<file path="src/rtl/xintf_reg_bridge.sv">
// -----------------------------------------------------------------------------
// xintf_reg_bridge
// Slave bridge between the DSP XINTF asynchronous external bus and on-chip
// DAC setpoint registers (write channels) and encoder values (read channels).
// Everything runs in the clk_150 domain; bus inputs are synchronised first.
//
// Ports:
//   i_clk, i_rst_n   clock, asynchronous active-low reset
//   i_rd_n, i_wr_n   XINTF strobes (asynchronous, active low)
//   i_addr, i_data_in  XINTF address and pad input data (asynchronous)
//   o_data_out, o_data_oe  read data and output enable for the tristate pad
//   i_rd_data        packed read channel values, ch i at [i*DATA_W +: DATA_W]
//   o_rd_ack         one-cycle pulse on the channel that was read
//   o_wr_data        packed write channel registers, same packing
//   o_wr_valid       one-cycle pulse on the channel that was updated
//   o_err_cnt        saturating count of unmapped accesses
//   o_busy           high whenever the FSM is not idle
//   o_state          FSM state for debug / checkers
//                    (0 IDLE, 1 WR_ACT, 2 WR_TRAIL, 3 RD_DEC, 4 RD_ACT,
//                     5 RD_TRAIL, 6 RELEASE)
//
// Handshake: the bus side has no ready; a falling strobe starts exactly one
// access and the FSM then waits in RELEASE until both strobes are high again.
// On the channel side o_wr_valid[i] / o_rd_ack[i] are single-cycle, one-hot
// event pulses with no back-pressure; o_wr_data is valid from the pulse on.
// -----------------------------------------------------------------------------
module xintf_reg_bridge #(
   parameter int                DATA_W      = 16,
   parameter int                ADDR_W      = 18,
   parameter int                N_WR        = 4,
   parameter int                N_RD        = 4,
   parameter logic [ADDR_W-1:0] WR_BASE     = ADDR_W'('h010),
   parameter logic [ADDR_W-1:0] WR_STRIDE   = ADDR_W'('h001),
   parameter logic [ADDR_W-1:0] RD_BASE     = ADDR_W'('h100),
   parameter logic [ADDR_W-1:0] RD_STRIDE   = ADDR_W'('h100),
   parameter int                WR_ACTIVE   = 6,
   parameter int                WR_TRAIL    = 4,
   parameter int                RD_ACTIVE   = 6,
   parameter int                RD_TRAIL    = 4,
   parameter int                SYNC_STAGES = 2,
   parameter logic [DATA_W-1:0] WR_RST_VAL  = DATA_W'('h7fff)
) (
   input  logic                   i_clk,
   input  logic                   i_rst_n,
   input  logic                   i_rd_n,
   input  logic                   i_wr_n,
   input  logic [ADDR_W-1:0]      i_addr,
   input  logic [DATA_W-1:0]      i_data_in,
   output logic [DATA_W-1:0]      o_data_out,
   output logic                   o_data_oe,
   input  logic [N_RD*DATA_W-1:0] i_rd_data,
   output logic [N_RD-1:0]        o_rd_ack,
   output logic [N_WR*DATA_W-1:0] o_wr_data,
   output logic [N_WR-1:0]        o_wr_valid,
   output logic [7:0]             o_err_cnt,
   output logic                   o_busy,
   output logic [2:0]             o_state
);

   localparam int T_MAX_A = (WR_ACTIVE > WR_TRAIL) ? WR_ACTIVE : WR_TRAIL;
   localparam int T_MAX_B = (RD_ACTIVE > RD_TRAIL) ? RD_ACTIVE : RD_TRAIL;
   localparam int T_MAX   = (T_MAX_A > T_MAX_B) ? T_MAX_A : T_MAX_B;
   localparam int CNT_W   = (T_MAX > 1) ? $clog2(T_MAX) : 1;

   typedef enum logic [2:0] {
      ST_IDLE     = 3'd0,
      ST_WR_ACT   = 3'd1,
      ST_WR_TRAIL = 3'd2,
      ST_RD_DEC   = 3'd3,
      ST_RD_ACT   = 3'd4,
      ST_RD_TRAIL = 3'd5,
      ST_RELEASE  = 3'd6
   } state_t;

   // synchronisers
   logic [SYNC_STAGES-1:0]             r_rd_sync;
   logic [SYNC_STAGES-1:0]             r_wr_sync;
   logic [SYNC_STAGES-1:0][ADDR_W-1:0] r_addr_sync;
   logic [SYNC_STAGES-1:0][DATA_W-1:0] r_data_sync;
   logic                               w_rd_s;
   logic                               w_wr_s;
   logic [ADDR_W-1:0]                  w_addr_s;
   logic [DATA_W-1:0]                  w_data_s;

   state_t                 r_state;
   state_t                 w_state_next;
   logic [CNT_W-1:0]       r_cnt;
   logic [ADDR_W-1:0]      r_cap_addr;
   logic [DATA_W-1:0]      r_cap_data;
   logic [N_WR*DATA_W-1:0] r_wr_data;
   logic [N_WR-1:0]        r_wr_valid;
   logic [N_RD-1:0]        r_rd_ack;
   logic [DATA_W-1:0]      r_data_out;
   logic                   r_rd_hit;
   logic [7:0]             r_err_cnt;

   logic [N_WR-1:0]        w_wr_oh;
   logic [N_RD-1:0]        w_rd_oh;
   logic                   w_wr_hit;
   logic                   w_rd_hit;
   logic [DATA_W-1:0]      w_rd_sel;
   logic                   w_trail_first;
   logic                   w_err_inc;

   assign w_rd_s   = r_rd_sync[SYNC_STAGES-1];
   assign w_wr_s   = r_wr_sync[SYNC_STAGES-1];
   assign w_addr_s = r_addr_sync[SYNC_STAGES-1];
   assign w_data_s = r_data_sync[SYNC_STAGES-1];

   always_ff @(posedge i_clk or negedge i_rst_n) begin
      if (!i_rst_n) begin
         r_rd_sync   <= '1;
         r_wr_sync   <= '1;
         r_addr_sync <= '0;
         r_data_sync <= '0;
      end else begin
         r_rd_sync      <= {r_rd_sync[SYNC_STAGES-2:0], i_rd_n};
         r_wr_sync      <= {r_wr_sync[SYNC_STAGES-2:0], i_wr_n};
         r_addr_sync[0] <= i_addr;
         r_data_sync[0] <= i_data_in;
         for (int k = 1; k < SYNC_STAGES; k++) begin
            r_addr_sync[k] <= r_addr_sync[k-1];
            r_data_sync[k] <= r_data_sync[k-1];
         end
      end
   end

   // Address decode. Scanning from the top index down lets the lowest
   // matching channel overwrite any higher one, so overlaps resolve low.
   // Writes decode the captured address, reads the live synchronised one.
   always_comb begin
      w_wr_oh  = '0;
      w_rd_oh  = '0;
      w_rd_sel = '0;
      for (int i = N_WR-1; i >= 0; i--) begin
         if (r_cap_addr == WR_BASE + ADDR_W'(i) * WR_STRIDE) begin
            w_wr_oh    = '0;
            w_wr_oh[i] = 1'b1;
         end
      end
      for (int i = N_RD-1; i >= 0; i--) begin
         if (w_addr_s == RD_BASE + ADDR_W'(i) * RD_STRIDE) begin
            w_rd_oh    = '0;
            w_rd_oh[i] = 1'b1;
         end
      end
      for (int i = 0; i < N_RD; i++) begin
         if (w_rd_oh[i]) w_rd_sel = i_rd_data[i*DATA_W +: DATA_W];
      end
   end

   assign w_wr_hit = |w_wr_oh;
   assign w_rd_hit = |w_rd_oh;

   always_comb begin
      w_state_next  = r_state;
      w_trail_first = (r_state == ST_WR_TRAIL) && (r_cnt == '0);
      w_err_inc     = (w_trail_first && !w_wr_hit) ||
                      ((r_state == ST_RD_DEC) && !w_rd_hit);
      case (r_state)
         ST_IDLE: begin
            if (!w_wr_s)      w_state_next = ST_WR_ACT;
            else if (!w_rd_s) w_state_next = ST_RD_DEC;
         end
         ST_WR_ACT:   if (r_cnt == CNT_W'(WR_ACTIVE-1)) w_state_next = ST_WR_TRAIL;
         ST_WR_TRAIL: if (r_cnt == CNT_W'(WR_TRAIL-1))  w_state_next = ST_RELEASE;
         ST_RD_DEC:   w_state_next = ST_RD_ACT;
         ST_RD_ACT:   if (r_cnt == CNT_W'(RD_ACTIVE-1)) w_state_next = ST_RD_TRAIL;
         ST_RD_TRAIL: if (r_cnt == CNT_W'(RD_TRAIL-1))  w_state_next = ST_RELEASE;
         ST_RELEASE:  if (w_rd_s && w_wr_s)             w_state_next = ST_IDLE;
         default:     w_state_next = ST_IDLE;
      endcase
   end

   always_ff @(posedge i_clk or negedge i_rst_n) begin
      if (!i_rst_n) begin
         r_state    <= ST_IDLE;
         r_cnt      <= '0;
         r_cap_addr <= '0;
         r_cap_data <= '0;
         r_wr_data  <= {N_WR{WR_RST_VAL}};
         r_wr_valid <= '0;
         r_rd_ack   <= '0;
         r_data_out <= '0;
         r_rd_hit   <= 1'b0;
         r_err_cnt  <= '0;
      end else begin
         r_state    <= w_state_next;
         r_wr_valid <= '0;
         r_rd_ack   <= '0;
         // the dwell counter restarts on every state entry
         if (w_state_next != r_state) r_cnt <= '0;
         else                         r_cnt <= r_cnt + 1'b1;
         // capture on the last WR_ACT cycle, once the bus has had time to settle
         if ((r_state == ST_WR_ACT) && (w_state_next == ST_WR_TRAIL)) begin
            r_cap_addr <= w_addr_s;
            r_cap_data <= w_data_s;
         end
         if (w_trail_first) begin
            r_wr_valid <= w_wr_oh;
            for (int i = 0; i < N_WR; i++) begin
               if (w_wr_oh[i]) r_wr_data[i*DATA_W +: DATA_W] <= r_cap_data;
            end
         end
         // snapshot of the read channel; w_rd_sel is zero when unmapped
         if (r_state == ST_RD_DEC) begin
            r_data_out <= w_rd_sel;
            r_rd_hit   <= w_rd_hit;
            r_rd_ack   <= w_rd_oh;
         end
         if (w_err_inc && (r_err_cnt != 8'hff)) r_err_cnt <= r_err_cnt + 8'd1;
      end
   end

   // data_oe depends only on flops so the pad enable cannot glitch
   assign o_data_oe  = (r_state == ST_RD_ACT) && r_rd_hit;
   assign o_data_out = r_data_out;
   assign o_rd_ack   = r_rd_ack;
   assign o_wr_data  = r_wr_data;
   assign o_wr_valid = r_wr_valid;
   assign o_err_cnt  = r_err_cnt;
   assign o_busy     = (r_state != ST_IDLE);
   assign o_state    = r_state;

endmodule

</file>
<file path="config.mk">
export PLATFORM = sky130hd
export DESIGN_NAME = xintf_reg_bridge
export DESIGN_NICKNAME = d
export VERILOG_FILES = /design/src/rtl/xintf_reg_bridge.sv
export SDC_FILE = /design/constraint.sdc
export NUM_CORES = 1
export LEC_CHECK = 0
export BUFFER_PORTS_ARGS = -buffer_cell sky130_fd_sc_hd__buf_4
export CAP_MARGIN = 20
export CELL_PAD_IN_SITES_DETAIL_PLACEMENT = 0
export CELL_PAD_IN_SITES_GLOBAL_PLACEMENT = 1
export CORE_MARGIN = 5
export CORE_UTILIZATION = 46
export DETAILED_ROUTE_END_ITERATION = 6
export PLACE_DENSITY = 0.81
export RECOVER_POWER = 25
export SLEW_MARGIN = 0
export SYNTH_ARGS = -nofsm -noshare
export SYNTH_HDL_FRONTEND = slang
export SYNTH_SLANG_ARGS = --single-unit
</file>
<file path="constraint.sdc">
create_clock -name i_clk -period 3.2 [get_ports i_clk]
set_input_delay 0.16 -clock i_clk [delete_from_list [all_inputs] [get_ports i_clk]]
set_output_delay 0.16 -clock i_clk [all_outputs]
set_load 0.02 [all_outputs]
</file>
==> flow_results.org <==
** Outcome
- The run finished, with violations left.
- Violated checks :: max-capacitance violations, max-slew violations

** Finish
- The filler cells instantiated in the layout total 1233.
- Antenna Diode Count :: 0
- Registers take 5310 um2.
- Most common cell after layout, fill and taps aside :: buf_4
- Most frequent cells in the layout :: buf_4 (172), dfrtp_1 (145), mux2_2 (104)
- Final Non-Filler Cells :: 1010
- Area Overhead vs Synth :: 38.2%
- The final layout contains 881 nets.
- In the final layout, the share of cells above drive strength 1 is 0.547.
- In the final layout, the multi-input gates occupy 2390 um2.

** CTS
- In this run the clock root is driven by a clkbuf_16.
- CTS sink count :: 209
- CTS buffer count :: 22
- Clock edge transition at the registers on the reported setup and hold paths :: 60 ps
- Once the clock tree was built, the setup fixing pass inserted 0 buffers.
- Bufs on Longest Clock Path :: 3
- CTS tree :: built
- Post-CTS repair changed the size of 0 cells.
- Skew-Pair Late Insertion Delay :: 510 ps
- H-tree Lvls :: 1

** GRT
- The first global-routing pass estimated 29000 um of wire.
- Largest net degree at the start of global routing :: 92
- Via count of the first global-routing pass :: 5456
- The number of antenna violations at the first check in global routing is 0.
- Aggregate global routing overflow :: 0
- In the global route stage, overall resource usage came out at 0.180.

** Floorplanning
- Number of rows created at floorplan :: 47
- Total core area :: 16700 um2
- Measured along the y axis, the die boundary spans 141 um.
- Initial Util :: 0.471
- Measured along the x axis, the die boundary spans 141 um.
- Die outline area :: 19800 um2
- I/O pin total :: 203

** Drt
- The detail route stage leaves a number of antenna-violating nets equal to 0.
- Routed length per instance :: 17.7 um
- Number of violations reported at the end of detailed-routing iteration 0 :: 199
- After detailed routing, the number of vias per cell comes to 5.00.
- Number of detailed-route iterations in the first pass :: 4
- Summing over every cut layer, the via total after detailed routing is 5050.
- Final wirelength :: 17900 um
- Count of unresolved DRC violations after routing :: 0

** Logic synthesis
- When the netlist entered floorplanning its net count stood at 616.
- Yosys warns :: 0
- In this run, synthesis produced a sequential element count of 209.
- After synthesis the cells add up to 7870 um2.
- Yosys mapped the design onto 44 distinct sky130hd cell types.
- After synthesis, the mean cell area works out to 15.5 um2.
- In this run, synthesis inferred 0 flip-flops with an integrated enable.
- Async SR Flop Fraction :: 1.00
- The cell count after synthesis came out at 509.
- Most common flop cell mapped by yosys :: dfrtp_1
- Of the synthesized area, sequential elements account for 0.675.

** Hold path
- Min-delay worst type :: in2reg

** Pwr
- The design draws 7.51 mW.
- Power density relative to cell area :: 690 nW/um2
- The worst-case IR drop observed on VDD is 0.462 mV.
- Leak Pwr :: 5.08 nW

** Timing
- Post-layout worst setup margin :: 755 ps
- Final total negative setup slack :: 0 ps
- Achievable frequency :: 0.409 GHz
- The number of hold-slack violations in the final timing report came to 0.
- Slew at the pin closest to its max-slew limit :: 1730 ps
- Worst clock skew :: 23.4 ps
- For the finished layout, the period the worst path requires is 2440 ps.
- Dividing the final minimum period by the clock period gives 0.764.
- Setup repair after global routing missed its margin :: false
- Headroom to the max-slew limit came out at -0.152.
- Setup violations remaining at the end of the flow were counted as 0.
- Min Hold Slack :: 50.3 ps
- Max Transition Viols Final :: 72

** Setup path
- Across all register-to-register paths, the minimum setup slack is 760 ps.
- STA puts the critical path data arrival time at 2830 ps.
- The worst setup path is launched from a flip-flop.
- Worst endpoint required time :: 3590 ps
- CP Class :: reg2reg
- The worst setup path is captured at a flip-flop.
- Of all nets on the critical path, the largest fanout is 17.
- Critical Path, Cell by Cell :: nor4_2, nand4_2, nor2_1, and3b_1, mux2_2
- The largest single stage delay on the critical path is 730 ps.
- Slowest cell on the critical path :: and3b_1

** Placement
- Pre-CTS setup slack :: 704 ps
- After detailed placement, the design holds a cell count of 917.
- DPL Wire Length :: 12300 um
- Global placement routability congestion :: 0.803
- In this run the tool buffered the top-level ports with 202 buffer cells.

** Job
- Maxcap violations :: 1
## worst max-delay path: cells and delay by family (launching register included)
kind / cells / cell delay [ps]
and+or+nand+nor: 4 / 1530
DFF: 1 / 390
muxes: 1 / 410
## logic make-up after synthesis
| logic type | synth area share |
|---|---|
| XOR/XNOR | 0.00779 |
| AO/OA/AOI/OAI | 0.0499 |
| AND/OR/NAND/NOR | 0.0673 |
| buffers and inverters | 0.0208 |
| flip-flops | 0.675 |
| multiplexers | 0.171 |
| adder cells (fa/ha/maj) | 0.00795 |
## power by group
part           leakage, nW  internal, mW  switching, mW
combinational         2.32         0.744          0.737
clock                0.356          1.53          0.992
sequential            2.40          3.09          0.412
total                 5.08          5.37           2.14
## flip-flops by register name, indices dropped and copies added, names as in the netlist
signal and flops:
o_wr_data 64, r_addr_sync 18, r_cap_addr 18, w_addr_s 18, o_data_out 16, r_cap_data 16
r_data_sync 16, w_data_s 16, o_err_cnt 8, o_rd_ack 4, o_wr_valid 4, o_state 3
r_cnt 3, r_rd_sync 2, r_wr_sync 2, r_rd_hit 1
## routing by layer
layer | GRT usage | up-vias | routed length (um)
met5 | 0 | - | 0
met4 | 0.0428 | 0 | 354
met3 | 0.0393 | 28 | 1120
met2 | 0.315 | 149 | 9140
met1 | 0.231 | 2536 | 7300
li1 | - | 2337 | -
## per-stage QoR
| step | cell area (um2) | util |
|---|---|---|
| floorplan | 7870 | - |
| global placement | 9620 | 0.576 |
| detailed placement | 9620 | 0.576 |
| CTS | 10900 | 0.652 |
| global route | 10900 | 0.651 |
| finish | 10900 | 0.651 |
## cell usage after synthesis, types with 3 or more instances
| cell | number | area share |
|---|---|---|
| nor2b_1 | 3 | 0.0024 |
| buf_2 | 5 | 0.0032 |
| o2111ai_1 | 3 | 0.0033 |
| inv_1 | 7 | 0.0033 |
| nand3_1 | 5 | 0.0032 |
| xnor2_1 | 7 | 0.0078 |
| and3_1 | 4 | 0.0032 |
| dfrtp_1 | 145 | 0.46 |
| nor4_1 | 3 | 0.0024 |
| dfstp_2 | 64 | 0.21 |
| mux2_4 | 9 | 0.017 |
| nand2_1 | 10 | 0.0048 |
| nor4_2 | 3 | 0.0048 |
| a21oi_1 | 6 | 0.0038 |
| clkbuf_1 | 11 | 0.0052 |
| o21ai_0 | 7 | 0.0045 |
| mux2_2 | 104 | 0.15 |
| a22o_1 | 16 | 0.018 |
| ha_1 | 5 | 0.0080 |
| nor2_1 | 42 | 0.020 |
| buf_6 | 4 | 0.0057 |
| and2_1 | 3 | 0.0024 |
| a221oi_1 | 16 | 0.018 |
## area by class of cell
class / instances / share of cell area
sequential: 209 / 0.488
multi-input combinational: 270 / 0.220
timing repair buffer: 264 / 0.196
clock buffer: 33 / 0.0581
tap: 220 / 0.0253
clock inverter: 7 / 0.00943
inverter: 7 / 0.00242
## what timing repair did
item                       4_1_cts  5_1_grt
setup endpoints to repair        0        0
hold endpoints to repair       118        0
hold buffers                    53        0
## final timing paths
path,start,end,cells after the start
worst max-delay path,r_cap_addr[12]$_DFFE_PN0P_,o_wr_data[31]$_DFFE_PN0P_,5
worst min-delay path,i_rd_data[13],o_data_out[13]$_DFFE_PN0P_,4
worst max register to register,r_cap_addr[12]$_DFFE_PN0P_,o_wr_data[31]$_DFFE_PN0P_,5
worst min register to register,r_data_sync[1]$_DFF_PN0_,w_data_s[1]$_DFF_PN0_,0
max in group asynchronous,i_rst_n,w_data_s[10]$_DFF_PN0_,3
min in group asynchronous,i_rst_n,r_addr_sync[15]$_DFF_PN0_,2
(Power assumes the default switching activity.)
